==> src/rtl/seg7_word_decoder.sv <==
// Display-side monitor: debounces the five 7-segment buses as one 35-bit word, decodes hex glyphs and flags "Error".
// Define SEG7_ACTIVE_LOW_EN to invert the segment inputs, for active-low display pins.
module seg7_word_decoder #(
    parameter int STABLE_CYCLES = 4
) (
    input  logic       clock,
    input  logic       reset,
    input  logic [6:0] seg4,
    input  logic [6:0] seg3,
    input  logic [6:0] seg2,
    input  logic [6:0] seg1,
    input  logic [6:0] seg0,
    output logic [3:0] digit4,
    output logic [3:0] digit3,
    output logic [3:0] digit2,
    output logic [3:0] digit1,
    output logic [3:0] digit0,
    output logic [4:0] digit_valid,
    output logic       word_valid,
    output logic       update,
    output logic       error_word,
    output logic       error_pulse
);

    localparam int CW = (STABLE_CYCLES > 2) ? $clog2(STABLE_CYCLES) : 1;
    localparam logic [CW-1:0] CNT_LAST = CW'(STABLE_CYCLES - 2);
    localparam logic [34:0] ERROR_WORD =
        {7'b1111001, 7'b1010000, 7'b1010000, 7'b1011100, 7'b1010000};

    typedef enum logic [1:0] {IDLE, SETTLE, LOCKED} state_t;

    state_t        state;
    logic [CW-1:0] cnt;
    logic [34:0]   word_in;
    logic [34:0]   sample;
    logic [4:0]    dec [5];
    logic          is_error;

`ifdef SEG7_ACTIVE_LOW_EN
    assign word_in = ~{seg4, seg3, seg2, seg1, seg0};
`else
    assign word_in = {seg4, seg3, seg2, seg1, seg0};
`endif

    // Returns {valid, hex}; only the canonical glyph forms count as valid.
    function automatic logic [4:0] decode_glyph(input logic [6:0] pat);
        case (pat)
            7'b0111111: return {1'b1, 4'h0};
            7'b0000110: return {1'b1, 4'h1};
            7'b1011011: return {1'b1, 4'h2};
            7'b1001111: return {1'b1, 4'h3};
            7'b1100110: return {1'b1, 4'h4};
            7'b1101101: return {1'b1, 4'h5};
            7'b1111101: return {1'b1, 4'h6};
            7'b0000111: return {1'b1, 4'h7};
            7'b1111111: return {1'b1, 4'h8};
            7'b1101111: return {1'b1, 4'h9};
            7'b1110111: return {1'b1, 4'hA};
            7'b1111100: return {1'b1, 4'hB};
            7'b0111001: return {1'b1, 4'hC};
            7'b1011110: return {1'b1, 4'hD};
            7'b1111001: return {1'b1, 4'hE};
            7'b1110001: return {1'b1, 4'hF};
            default:    return 5'b0_0000;
        endcase
    endfunction

    // Decoding works on the sample register, which equals the input whenever a word is accepted.
    always_comb begin
        for (int i = 0; i < 5; i++) begin
            dec[i] = decode_glyph(sample[7*i +: 7]);
        end
    end

    assign is_error = (sample == ERROR_WORD);

    // NOTE: all state here is updated with <= so every branch sees the pre-edge values of sample and error_word.
    always_ff @(posedge clock) begin
        if (reset) begin
            state       <= IDLE;
            cnt         <= '0;
            sample      <= '0;
            digit4      <= '0;
            digit3      <= '0;
            digit2      <= '0;
            digit1      <= '0;
            digit0      <= '0;
            digit_valid <= '0;
            word_valid  <= 1'b0;
            update      <= 1'b0;
            error_word  <= 1'b0;
            error_pulse <= 1'b0;
        end else begin
            update      <= 1'b0;
            error_pulse <= 1'b0;
            case (state)
                IDLE: begin
                    sample <= word_in;
                    cnt    <= '0;
                    state  <= SETTLE;
                end
                SETTLE: begin
                    if (word_in != sample) begin
                        sample <= word_in;
                        cnt    <= '0;
                    end else if (cnt < CNT_LAST) begin
                        cnt <= cnt + CW'(1);
                    end else begin
                        state       <= LOCKED;
                        word_valid  <= 1'b1;
                        update      <= 1'b1;
                        digit4      <= dec[4][3:0];
                        digit3      <= dec[3][3:0];
                        digit2      <= dec[2][3:0];
                        digit1      <= dec[1][3:0];
                        digit0      <= dec[0][3:0];
                        digit_valid <= {dec[4][4], dec[3][4], dec[2][4], dec[1][4], dec[0][4]};
                        error_word  <= is_error;
                        error_pulse <= is_error & ~error_word;
                    end
                end
                LOCKED: begin
                    if (word_in != sample) begin
                        sample     <= word_in;
                        cnt        <= '0;
                        state      <= SETTLE;
                        word_valid <= 1'b0;
                    end
                end
                default: state <= IDLE;
            endcase
        end
    end

endmodule

==> config.mk <==
export PLATFORM = sky130hd
export DESIGN_NAME = seg7_word_decoder
export DESIGN_NICKNAME = d
export VERILOG_FILES = /design/src/rtl/seg7_word_decoder.sv
export SDC_FILE = /design/constraint.sdc
export NUM_CORES = 1
export LEC_CHECK = 0
export BUFFER_PORTS_ARGS = -buffer_cell sky130_fd_sc_hd__buf_2
export CORE_MARGIN = 3
export CORE_UTILIZATION = 63
export DETAILED_ROUTE_END_ITERATION = 10
export PLACE_DENSITY = 0.86
export SLEW_MARGIN = 20
export SYNTH_ARGS = -nofsm -noshare
export SYNTH_HDL_FRONTEND = slang
export SYNTH_SLANG_ARGS = --single-unit
export TNS_END_PERCENT = 100
==> constraint.sdc <==
create_clock -name clock -period 4.16 [get_ports clock]
set_clock_uncertainty 0.15 [all_clocks]
set_input_delay 0.832 -clock clock [delete_from_list [all_inputs] [get_ports clock]]
set_output_delay 0.832 -clock clock [all_outputs]
set_load 0.02 [all_outputs]
=== Word level (Yosys, flattened, before mapping) ===
Cells that the tools add are included.

* Register bits after elaboration: 68
* Logic and storage cells: 141
* Output and inout bits: 29

* Add/sub/neg operators: 1
* Reduce and logical (&&, ||, !) cells: 12
* Bitwise logic cells: 5
* Eq/ne operators: 89
* Order comparisons: 1
* Muxes and demuxes: 20

{| class="wikitable"
|+ Operators with widths
! operator !! count
|-
| $eq A7 B7 Y1 const B || 60
|-
| $pmux W5 S16 || 5
|-
| $eq A7 B3 Y1 const B || 10
|-
| $eq A7 B6 Y1 const B || 10
|-
| $pmux W35 S2 || 1
|-
| $eq A35 B35 Y1 const B || 1
|-
| $mux W35 || 1
|-
| $ne A35 B35 Y1 || 1
|-
| $mux W2 || 6
|-
| $pmux W2 S3 || 2
|-
| $reduce_and A3 Y1 || 3
|-
| $ne A2 B2 Y1 const B || 3
|-
| $mux W1 || 4
|-
| $not A1 Y1 || 4
|-
| $reduce_and A4 Y1 || 1
|-
| $reduce_bool A2 Y1 || 2
|-
| $reduce_or A4 Y1 || 1
|-
| $ne A3 B3 Y1 const B || 1
|-
| $reduce_bool A3 Y1 || 1
|-
| $reduce_or A3 Y1 || 1
|-
| $add A2 B1 Y2 const B || 1
|-
| $eq A2 B1 Y1 const B || 1
|-
| $eq A2 B2 Y1 const B || 1
|-
| $logic_not A2 Y1 || 1
|-
| 6 further kinds || 6
|}

=== Depth between registers and ports, before layout ===
Gate-level depths: netlist of run 1.

* Depth in word-level cells: 4
* Mapped depth: 9
* Mapped depth without buffers: 6

=== Least setup slack after synthesis of run 1 ===
OpenSTA, ideal clock, no wires.

* Kind: in2reg
* Start point: input seg0[5]
* End point: register digit3[2]
* Slack: 1676 ps
* Arrival: 2207 ps
* Data required time: 3882 ps
* Stages on the path: 8
* Cell sequence: xnor2_1 nand4_1 nor4_4 and4_1 buf_6 buf_12 mux2i_1 nor2_1

* Cells in the longest elaborated chain, start to end: 3

{| class="wikitable"
|+ RTL lines
! what !! RTL line !! RTL
|-
| start, declared || 12 || <nowiki>input logic [6:0] seg0,</nowiki>
|-
| $ne A35 B35 Y1 || 103 || <nowiki>if (word_in != sample) begin</nowiki>
|-
| $not A1 Y1 (no source line) || n/a ||
|-
| $reduce_and A3 Y1 (no source line) || n/a ||
|-
| end signal, assigned || 113 || <nowiki>digit3 <= dec[3][3:0];</nowiki>
|-
| end, declared || 14 || <nowiki>output logic [3:0] digit3,</nowiki>
|}

No other way between the ends.
A chain may end at the register's enable or synchronous reset.

=== Final worst setup path of run 1 ===
* Start point: register sample[32]
* End point: register sample[3]

* Cells in the longest elaborated chain, start to end: 3

{| class="wikitable"
|+ RTL lines
! what !! RTL line !! RTL
|-
| start, declared || 35 || <nowiki>logic [34:0] sample;</nowiki>
|-
| start signal, assigned || 98 || <nowiki>sample <= word_in;</nowiki>
|-
| start signal, assigned || 104 || <nowiki>sample <= word_in;</nowiki>
|-
| start signal, assigned || 124 || <nowiki>sample <= word_in;</nowiki>
|-
| $ne A35 B35 Y1 || 103, 123 ||
|-
| $ne A2 B1 Y1 (no source line) || n/a ||
|-
| $reduce_and A2 Y1 (no source line) || n/a ||
|}

No other way between the ends.

==> results.cfg, run 1 <==
[power]
switchingPower_uw = 531
p_clk_share_pct = 37.4
powerDensity_nw_per_um2 = 345
peakVddDrop_v = 0.000195
pwr-share-seq_pct = 44.7
swShare_pct = 30.0
fin_total_pwr_mw = 1.77
cellLeakagePower_nw = 2.01
p_int_mw = 1.24
p_comb_share_pct = 17.9

[yosys]
synth_fp_nets = 627
synth_area_leaders = dfxtp_1, mux2i_1, nor2_1, xnor2_1, clkbuf_1
yosys.area.top_type_share_pct = 29.0
synth-async-reset-ratio_pct = 0
synth_cell_types = 69
synth_edf_count = 0
ys_ff_latch = 68
ys_seq_area_share_pct = 29.0
synth_warnings = 0
synth_top_area_cell = dfxtp_1
synth_area_per_cell_sq_um = 8.00
syn_inst = 586
syn-cell-area_sq_um = 4690
ys.flop_type = dfxtp_1

[drt]
drt_iter0_markers = 428
wirelength_mm = 12.3
wl_per_cell_microns = 17.4
route.antenna.remaining_nets = 0
drc_errors = 0
vias_per_cell = 6.35
vias = 4503
dr.pass1.iters = 5

[clock_tree]
postCtsSetupBuffers = 0
cts_root_buf = clkbuf_8
clk_path_buf_depth = 2
cts_tree = built
clk_latency_ns = 0.34
cts_buffers = 9
hold_buffers = 0
cts_resized = 0
cts-htree-levels = 3
cts.sinks = 68
clkTransAtPathRegs_ns = 0.07

[worst_setup_path]
cp.depth = 7
reg2reg_depth = 7
critPathMaxStageDelay_ns = 0.69
critPathLaunchType = flop
crit_end = sample[3]$_SDFFE_PP0P_
cp_max_fo = 19
critPathRequiredTime_ns = 4.23
crit_type = flop to flop
r2r_setup_slack_ns = 0.94
crit_buf_inv = 1
cp.arrival_ns = 3.29
end_kind = flop
cp_top_family = simple AND/OR/NAND/NOR gates
timing.rr.end = sample[3]$_SDFFE_PP0P_
startpoint = sample[32]$_SDFFE_PP0P_
timing.critical_path.cells = xnor2_1, nand4_1, nor4_4, a41oi_4, buf_4, mux2i_1, nor2_1
cp_slowest_cell = dfxtp_1
reg2reg_from = sample[32]$_SDFFE_PP0P_

[layout]
n_antenna_cell = 0
drive_gt1_share_pct = 18.1
fin_nets = 650
final_common_cell = nor2_1
final_area_sq_um = 5120
post-route-util_pct = 73.0
layout.cells.non_filler = 709
mostFrequentLayoutCells = nor2_1, dfxtp_1, buf_2
area_delta_synth_final_pct = 9.26
fillers = 561

[die]
die_w_microns = 92.3
io_pins = 66
initial_core_util_pct = 66.8
fp.coreArea_sq_um = 7020
dieArea_sq_um = 8520
die_h_microns = 92.3
row_count = 30

[hold_path]
hold_path.class = flop to flop

[placement]
place_area_sq_um = 4890
dp_worst_setup_slack_ns = 0.713
port_buffers = 65
dp_cells = 694
gp_congestion = 0.927
dpl.hpwl_mm = 8.76

[run]
max_cap_viol_count = 0

[sta]
clock.fmax_ghz = 0.311
tightest_slew_ns = 0.923
whs_ns = 0.347
slew_headroom_pct = 38.3
period_needed_ns = 3.22
fin_crit_sh_pct = 77.4
hold_violations = 0
final_max_slew_viol_count = 0
finalSetupTns_ns = 0
setup_viol = 0
setup_ws_ns = 0.941
rsz0062_at_grt = false

[global_route]
grt_pass1_vias = 4072
grt_max_degree = 41
grt_pass1_wl_mm = 20.0
grt_usage_pct = 29.4
antenna_found_initial = 0
grt_overflow = 0

[run_status]
outcome = completed
## synthesized netlist by cell type, types with 4 or more instances
master,count
o32ai_1,4
and2_1,6
nand3b_1,6
a31oi_1,6
o21ai_0,24
buf_6,8
mux2i_1,40
nor4_1,9
inv_1,8
a211oi_2,11
nand3_1,10
buf_2,7
nor3_1,19
nand2b_1,7
a21oi_1,21
o22ai_1,4
and3_1,5
xnor2_1,34
nor2b_1,7
nor3b_1,6
a32oi_1,4
a311oi_1,6
ha_1,4
dfxtp_1,68
nor2_1,90
a22oi_1,4
nand2_1,41
nand4_1,17
clkbuf_1,41
## power groups by stage
stage	combinational (mW)	clock, mW	sequential [mW]
floorplan	0.315	0	0.717
finish	0.317	0.662	0.790
global route	0.345	0.698	0.799
CTS	0.314	0.668	0.785
detailed placement	0.308	0	0.800
global placement	0.299	0	0.797
## cell families after synthesis
kind of cell / share of synthesized area (%)
buffers and inverters: 7.34
and+or+nand+nor: 27.2
adders and majority gates: 1.07
AOI/OAI and AO/OA: 19.2
xor gates and xnor gates: 7.60
muxes: 8.54
DFF: 29.0
## worst register-to-register path, delay by kind of cell, from the launching register on
kind / cells / cell delay (ns)
and+or+nand+nor: 3 / 0.81
DFF: 1 / 0.69
buffers and inverters: 1 / 0.43
AOI/OAI and AO/OA: 1 / 0.53
muxes: 1 / 0.23
xor gates and xnor gates: 1 / 0.26
## sequential cells by signal (all words and copies together), names as in the netlist
register	cells
sample	35
digit_valid	5
digit0	4
digit1	4
digit2	4
digit3	4
digit4	4
cnt	2
state	2
error_pulse	1
error_word	1
update	1
word_valid	1
## layer usage
layer	global-route usage, %	up-vias	share of wire [%]
li1	-	2159	-
met1	39.5	2103	43
met2	46.4	214	47
met3	4.22	27	6.9
met4	14.0	0	3.4
met5	0	-	0
## layout make-up
| class | instances | area [sq um] | share of cell area [%] |
|---|---|---|---|
| Tap cell | 96 | 120 | 2.34 |
| Clock buffer | 10 | 138 | 2.69 |
| Inverter | 8 | 30.0 | 0.586 |
| Timing Repair Buffer | 71 | 370 | 7.23 |
| Multi-Input combinational cell | 451 | 3010 | 58.6 |
| Sequential cell | 68 | 1360 | 26.6 |
| Clock inverter | 5 | 100 | 1.95 |
## worst min path at each step
stage | from | endpoint | slack (ns) | depth (start not counted)
finish | digit2[2]$_SDFFE_PP0P_ | digit2[2]$_SDFFE_PP0P_ | 0.35 | 2
global route | digit_valid[0]$_SDFFE_PP0P_ | digit_valid[0]$_SDFFE_PP0P_ | 0.37 | 2
CTS | digit0[3]$_SDFFE_PP0P_ | digit0[3]$_SDFFE_PP0P_ | 0.35 | 1
detailed placement | digit0[3]$_SDFFE_PP0P_ | digit0[3]$_SDFFE_PP0P_ | 0.33 | 1
global placement | digit3[2]$_SDFFE_PP0P_ | digit3[2]$_SDFFE_PP0P_ | 0.32 | 2
floorplan | state[1]$_SDFFE_PP0P_ | state[1]$_SDFFE_PP0P_ | 0.32 | 2
Power figures use the tool's default switching activity.
==> run 2, diff against run 1 <==
--- a/config.mk
+++ b/config.mk
@@ -7,9 +7,9 @@
 export LEC_CHECK = 0
 export BUFFER_PORTS_ARGS = -buffer_cell sky130_fd_sc_hd__buf_2
 export CORE_MARGIN = 3
-export CORE_UTILIZATION = 63
+export CORE_UTILIZATION = 58
 export DETAILED_ROUTE_END_ITERATION = 10
-export PLACE_DENSITY = 0.86
+export PLACE_DENSITY = 0.81
 export SLEW_MARGIN = 20
 export SYNTH_ARGS = -nofsm -noshare
 export SYNTH_HDL_FRONTEND = slang
==> constraint.sdc (replaced) <==
create_clock -name clock -period 3.24 [get_ports clock]
set_clock_uncertainty 0.15 [all_clocks]
set_input_delay 0.648 -clock clock [delete_from_list [all_inputs] [get_ports clock]]
set_output_delay 0.648 -clock clock [all_outputs]
set_load 0.02 [all_outputs]
==> results.cfg, run 2 (synthesis gave the netlist of run 1 again) <==
[sta]
tightest_slew_ns = 0.662
hold_violations = 0
setup_ws_ns = 0.454
whs_ns = 0.358
period_needed_ns = 2.79
slew_headroom_pct = 55.8
clock.fmax_ghz = 0.359
rsz0062_at_grt = false
finalSetupTns_ns = 0
final_max_slew_viol_count = 0
setup_viol = 0
fin_crit_sh_pct = 86.0

[clock_tree]
cts_tree = built
cts_buffers = 9
clk_path_buf_depth = 2
postCtsSetupBuffers = 0
hold_buffers = 0
cts_root_buf = clkbuf_8
clk_latency_ns = 0.36
cts_resized = 0
cts.sinks = 68
clkTransAtPathRegs_ns = 0.08
cts-htree-levels = 3

[hold_path]
hold_start = digit3[3]$_SDFFE_PP0P_
hold_path.class = flop to flop
hold_path_depth = 2
min_to = digit3[3]$_SDFFE_PP0P_

[global_route]
antenna_found_initial = 0
grt_overflow = 0
grt_max_degree = 33
grt_pass1_wl_mm = 20.5
grt_pass1_vias = 4084
grt_usage_pct = 28.3

[layout]
fin_nets = 658
n_antenna_cell = 0
final_common_cell = nor2_1
top_regs = sample x35, digit_valid x5
largest_register_ffs = 35
layout.cells.non_filler = 724
drive_gt1_share_pct = 19.3
area_delta_synth_final_pct = 10.4
mostFrequentLayoutCells = nor2_1, dfxtp_1, buf_2
largest_register = sample
final_area_sq_um = 5180

[power]
pwr-share-seq_pct = 44.7
switchingPower_uw = 712
p_int_mw = 1.53
p_comb_share_pct = 19.1
powerDensity_nw_per_um2 = 432
cellLeakagePower_nw = 2.05
p_clk_share_pct = 36.2
peakVddDrop_v = 0.000242
swShare_pct = 31.8

[drt]
vias_per_cell = 6.22
wirelength_mm = 12.3
drt_iter0_markers = 398
dr.pass1.iters = 6
wl_per_cell_microns = 17.0
drc_errors = 0
route.antenna.remaining_nets = 0
vias = 4503

[die]
initial_core_util_pct = 60.1
fp.coreArea_sq_um = 7810
row_count = 32
die_h_microns = 95.9
dieArea_sq_um = 9200
die_w_microns = 95.9
io_pins = 66

[placement]
port_buffers = 65
dpl.hpwl_mm = 8.78
gp_congestion = 0.976
dp_worst_setup_slack_ns = 0.360
dp_cells = 708
place_area_sq_um = 4950

[worst_setup_path]
critPathLaunchType = flop
reg2reg_from = sample[28]$_SDFFE_PP0P_
cp_max_fo = 17
timing.rr.end = digit_valid[1]$_SDFFE_PP0P_
end_kind = flop
crit_type = flop to flop
critPathRequiredTime_ns = 3.36
r2r_setup_slack_ns = 0.45
reg2reg_depth = 7
cp.arrival_ns = 2.91

[run]
max_cap_viol_count = 0

[run_status]
outcome = completed
run 2: changes by cell type in the layout (fill, tap and decap cells not counted):
cell and delta:
buf_4 +8, clkinv_4 +2, bufinv_16 -1
run 2: worst max-delay path by stage:
stage	start	end	cells past startpoint
after floorplan	seg0[5]	digit3[2]$_SDFFE_PP0P_	8
after global placement	seg4[4]	digit3[2]$_SDFFE_PP0P_	8
after detailed placement	seg4[4]	digit_valid[1]$_SDFFE_PP0P_	8
after CTS	sample[28]$_SDFFE_PP0P_	digit1[1]$_SDFFE_PP0P_	7
after global routing	sample[28]$_SDFFE_PP0P_	digit_valid[1]$_SDFFE_PP0P_	7
final	sample[28]$_SDFFE_PP0P_	digit_valid[1]$_SDFFE_PP0P_	7
run 2: power groups by stage:
stage	Combinational, mW	Sequential (mW)	Clock [mW]
after global placement	0.405	1.01	0
after CTS	0.421	0.995	0.816
after global routing	0.469	1.01	0.854
after detailed placement	0.418	1.01	0
after floorplan	0.405	0.920	0
final	0.426	1.00	0.810
run 2: worst max-delay path, stage by stage (launching register included):
cell and delay, ns:
dfxtp_1 0.68, xnor2_1 0.23, nand4_1 0.21, nor4_4 0.32, and4_2 0.52, buf_4 0.29, nor2_1 0.06, a311oi_1 0.23
run 2: cell type report:
| cell class | instances | area [sq um] |
|---|---|---|
| multi-input combinational | 451 | 3010 |
| fill | 665 | 2630 |
| sequential | 68 | 1360 |
| timing repair buffer | 79 | 430 |
| inverter | 8 | 30.0 |
| tap | 102 | 128 |
| clock inverter | 6 | 87.6 |
| clock buffer | 10 | 138 |
run 2: metrics by stage:
stage | util [%] | power [mW]
3_5_place_dp | 63.5 | 1.43
2_1_floorplan | - | 1.33
4_1_cts | 66.3 | 2.23
5_1_grt | 66.3 | 2.34
6_report | 66.3 | 2.24
3_3_place_gp | 63.5 | 1.41
run 2: routing by layer:
layer	track usage [%]	up-vias	wire length [microns]
met5	0	-	0
met4	9.36	0	219
met3	4.69	20	1050
met2	44.0	234	5650
met1	39.7	2075	5400
li1	-	2174	-
==> run 3, diff against run 2 <==
--- a/config.mk
+++ b/config.mk
@@ -6,7 +6,7 @@
 export NUM_CORES = 1
 export LEC_CHECK = 0
 export BUFFER_PORTS_ARGS = -buffer_cell sky130_fd_sc_hd__buf_2
-export CORE_MARGIN = 3
+export CORE_MARGIN = 8
 export CORE_UTILIZATION = 58
 export DETAILED_ROUTE_END_ITERATION = 10
 export PLACE_DENSITY = 0.81
==> results.cfg, run 3 (synthesis gave the netlist of run 1 again) <==
[die]
initial_core_util_pct = 58.6
io_pins = 66
fp.coreArea_sq_um = 8010
row_count = 33
dieArea_sq_um = 11200
die_w_microns = 106
die_h_microns = 106

[drt]
wirelength_mm = 12.4
wl_per_cell_microns = 17.1
top_layer_used = met4
vias = 4524
vias_per_cell = 6.26
wl_met3_microns = 896
drt_iter0_markers = 370
wl_met2_mm = 6.00
dr.pass1.iters = 5
route.antenna.remaining_nets = 0
routedLengthMet1_mm = 5.23
drc_errors = 0

[sta]
fin_crit_sh_pct = 82.2
tightest_slew_ns = 0.650
final_max_slew_viol_count = 0
slew_headroom_pct = 56.7
whs_ns = 0.350
period_needed_ns = 2.66
hold_violations = 0
clock.fmax_ghz = 0.376
rsz0062_at_grt = false
finalSetupTns_ns = 0
setup_viol = 0

[global_route]
grt_overflow = 0
grt_pass1_wl_mm = 20.4
grt_usage_pct = 21.8
grt_max_degree = 32
grt_pass1_vias = 4127
antenna_found_initial = 0

[clock_tree]
cts.sinks = 68
hold_buffers = 0
postCtsSetupBuffers = 0
cts-htree-levels = 3
clkTransAtPathRegs_ns = 0.07
cts_root_buf = clkbuf_8
clk_latency_ns = 0.35
cts_buffers = 9
cts_resized = 0
clk_path_buf_depth = 2
cts_tree = built

[layout]
largest_register = sample
multi_input_area_sq_um = 3010
area_delta_synth_final_pct = 10.6
top_regs = sample x35, digit_valid x5
fin_nets = 655
n_antenna_cell = 0
final_common_cell = nor2_1
fillers = 690
largest_register_ffs = 35
final_area_sq_um = 5190
drive_gt1_share_pct = 18.6
mostFrequentLayoutCells = nor2_1, dfxtp_1, buf_2
regArea_sq_um = 1360

[placement]
gp_congestion = 0.860
place_area_sq_um = 4950
port_buffers = 65
dpl.hpwl_mm = 8.95

[run_status]
outcome = completed

[worst_setup_path]
critPathRequiredTime_ns = 3.35
crit_type = flop to flop
cp_max_fo = 27
critPathLaunchType = flop
end_kind = flop
cp.arrival_ns = 2.77

[power]
peakVddDrop_v = 0.000250
cellLeakagePower_nw = 2.04
powerDensity_nw_per_um2 = 441

[run]
max_cap_viol_count = 0

[hold_path]
hold_path.class = flop to flop
[run 3: changes by cell type in the layout (fill, tap and decap cells not counted), sizes merged]
cell	before	now
clkinv	4	0
buf	79	76
bufinv	2	3
clkbuf	10	11
clkinvlp	0	1
[run 3: where the power goes]
group          total (mW)  internal [mW]  switching, mW
Clock               0.864          0.529          0.335
Combinational       0.414          0.193          0.222
Sequential           1.01          0.875          0.133
Total                2.29           1.60          0.689
[run 3: layer usage]
metal,vias to the layer above,track usage [%]
met4,0,9.55
met2,184,35.1
li1,2166,-
met3,24,3.87
met1,2150,27.8
met5,-,0
[run 3: through the flow]
step / cells / util, % / total power, mW / setup slack (ns)
floorplan: 586 / - / 1.33 / 0.940
global placement: 708 / 61.8 / 1.41 / 0.542
detailed placement: 708 / 61.8 / 1.43 / 0.480
CTS: 723 / 64.8 / 2.28 / 0.598
global route: 723 / 64.8 / 2.38 / 0.395
finish: 723 / 64.8 / 2.29 / 0.578
[run 3: critical path, cell delays in order (launching register included)]
cell and delay, ns:
dfxtp_1 0.72, xnor2_2 0.21, nand4_1 0.18, nor4_4 0.31, and4_2 0.45, buf_12 0.23, nor2_1 0.06, a311oi_1 0.24
[run 3: path summary, 6_finish.rpt]
path / startpoint / to / slack, ns / depth (start not counted)
worst min register to register: digit0[2]$_SDFFE_PP0P_ / digit0[2]$_SDFFE_PP0P_ / 0.35 / 2
worst min-delay path: digit0[2]$_SDFFE_PP0P_ / digit0[2]$_SDFFE_PP0P_ / 0.35 / 2
worst max-delay path: sample[34]$_SDFFE_PP0P_ / digit3[0]$_SDFFE_PP0P_ / 0.58 / 7
worst max register to register: sample[34]$_SDFFE_PP0P_ / digit3[0]$_SDFFE_PP0P_ / 0.58 / 7
[run 3: layout make-up]
cell class                      instances  area share (%)
Clock inverter                          4            1.88
Sequential cell                        68            26.2
Tap cell                              105            2.53
Multi-Input combinational cell        451            57.9
Inverter                                8           0.579
Clock buffer                           11            2.73
Timing Repair Buffer                   76            8.10
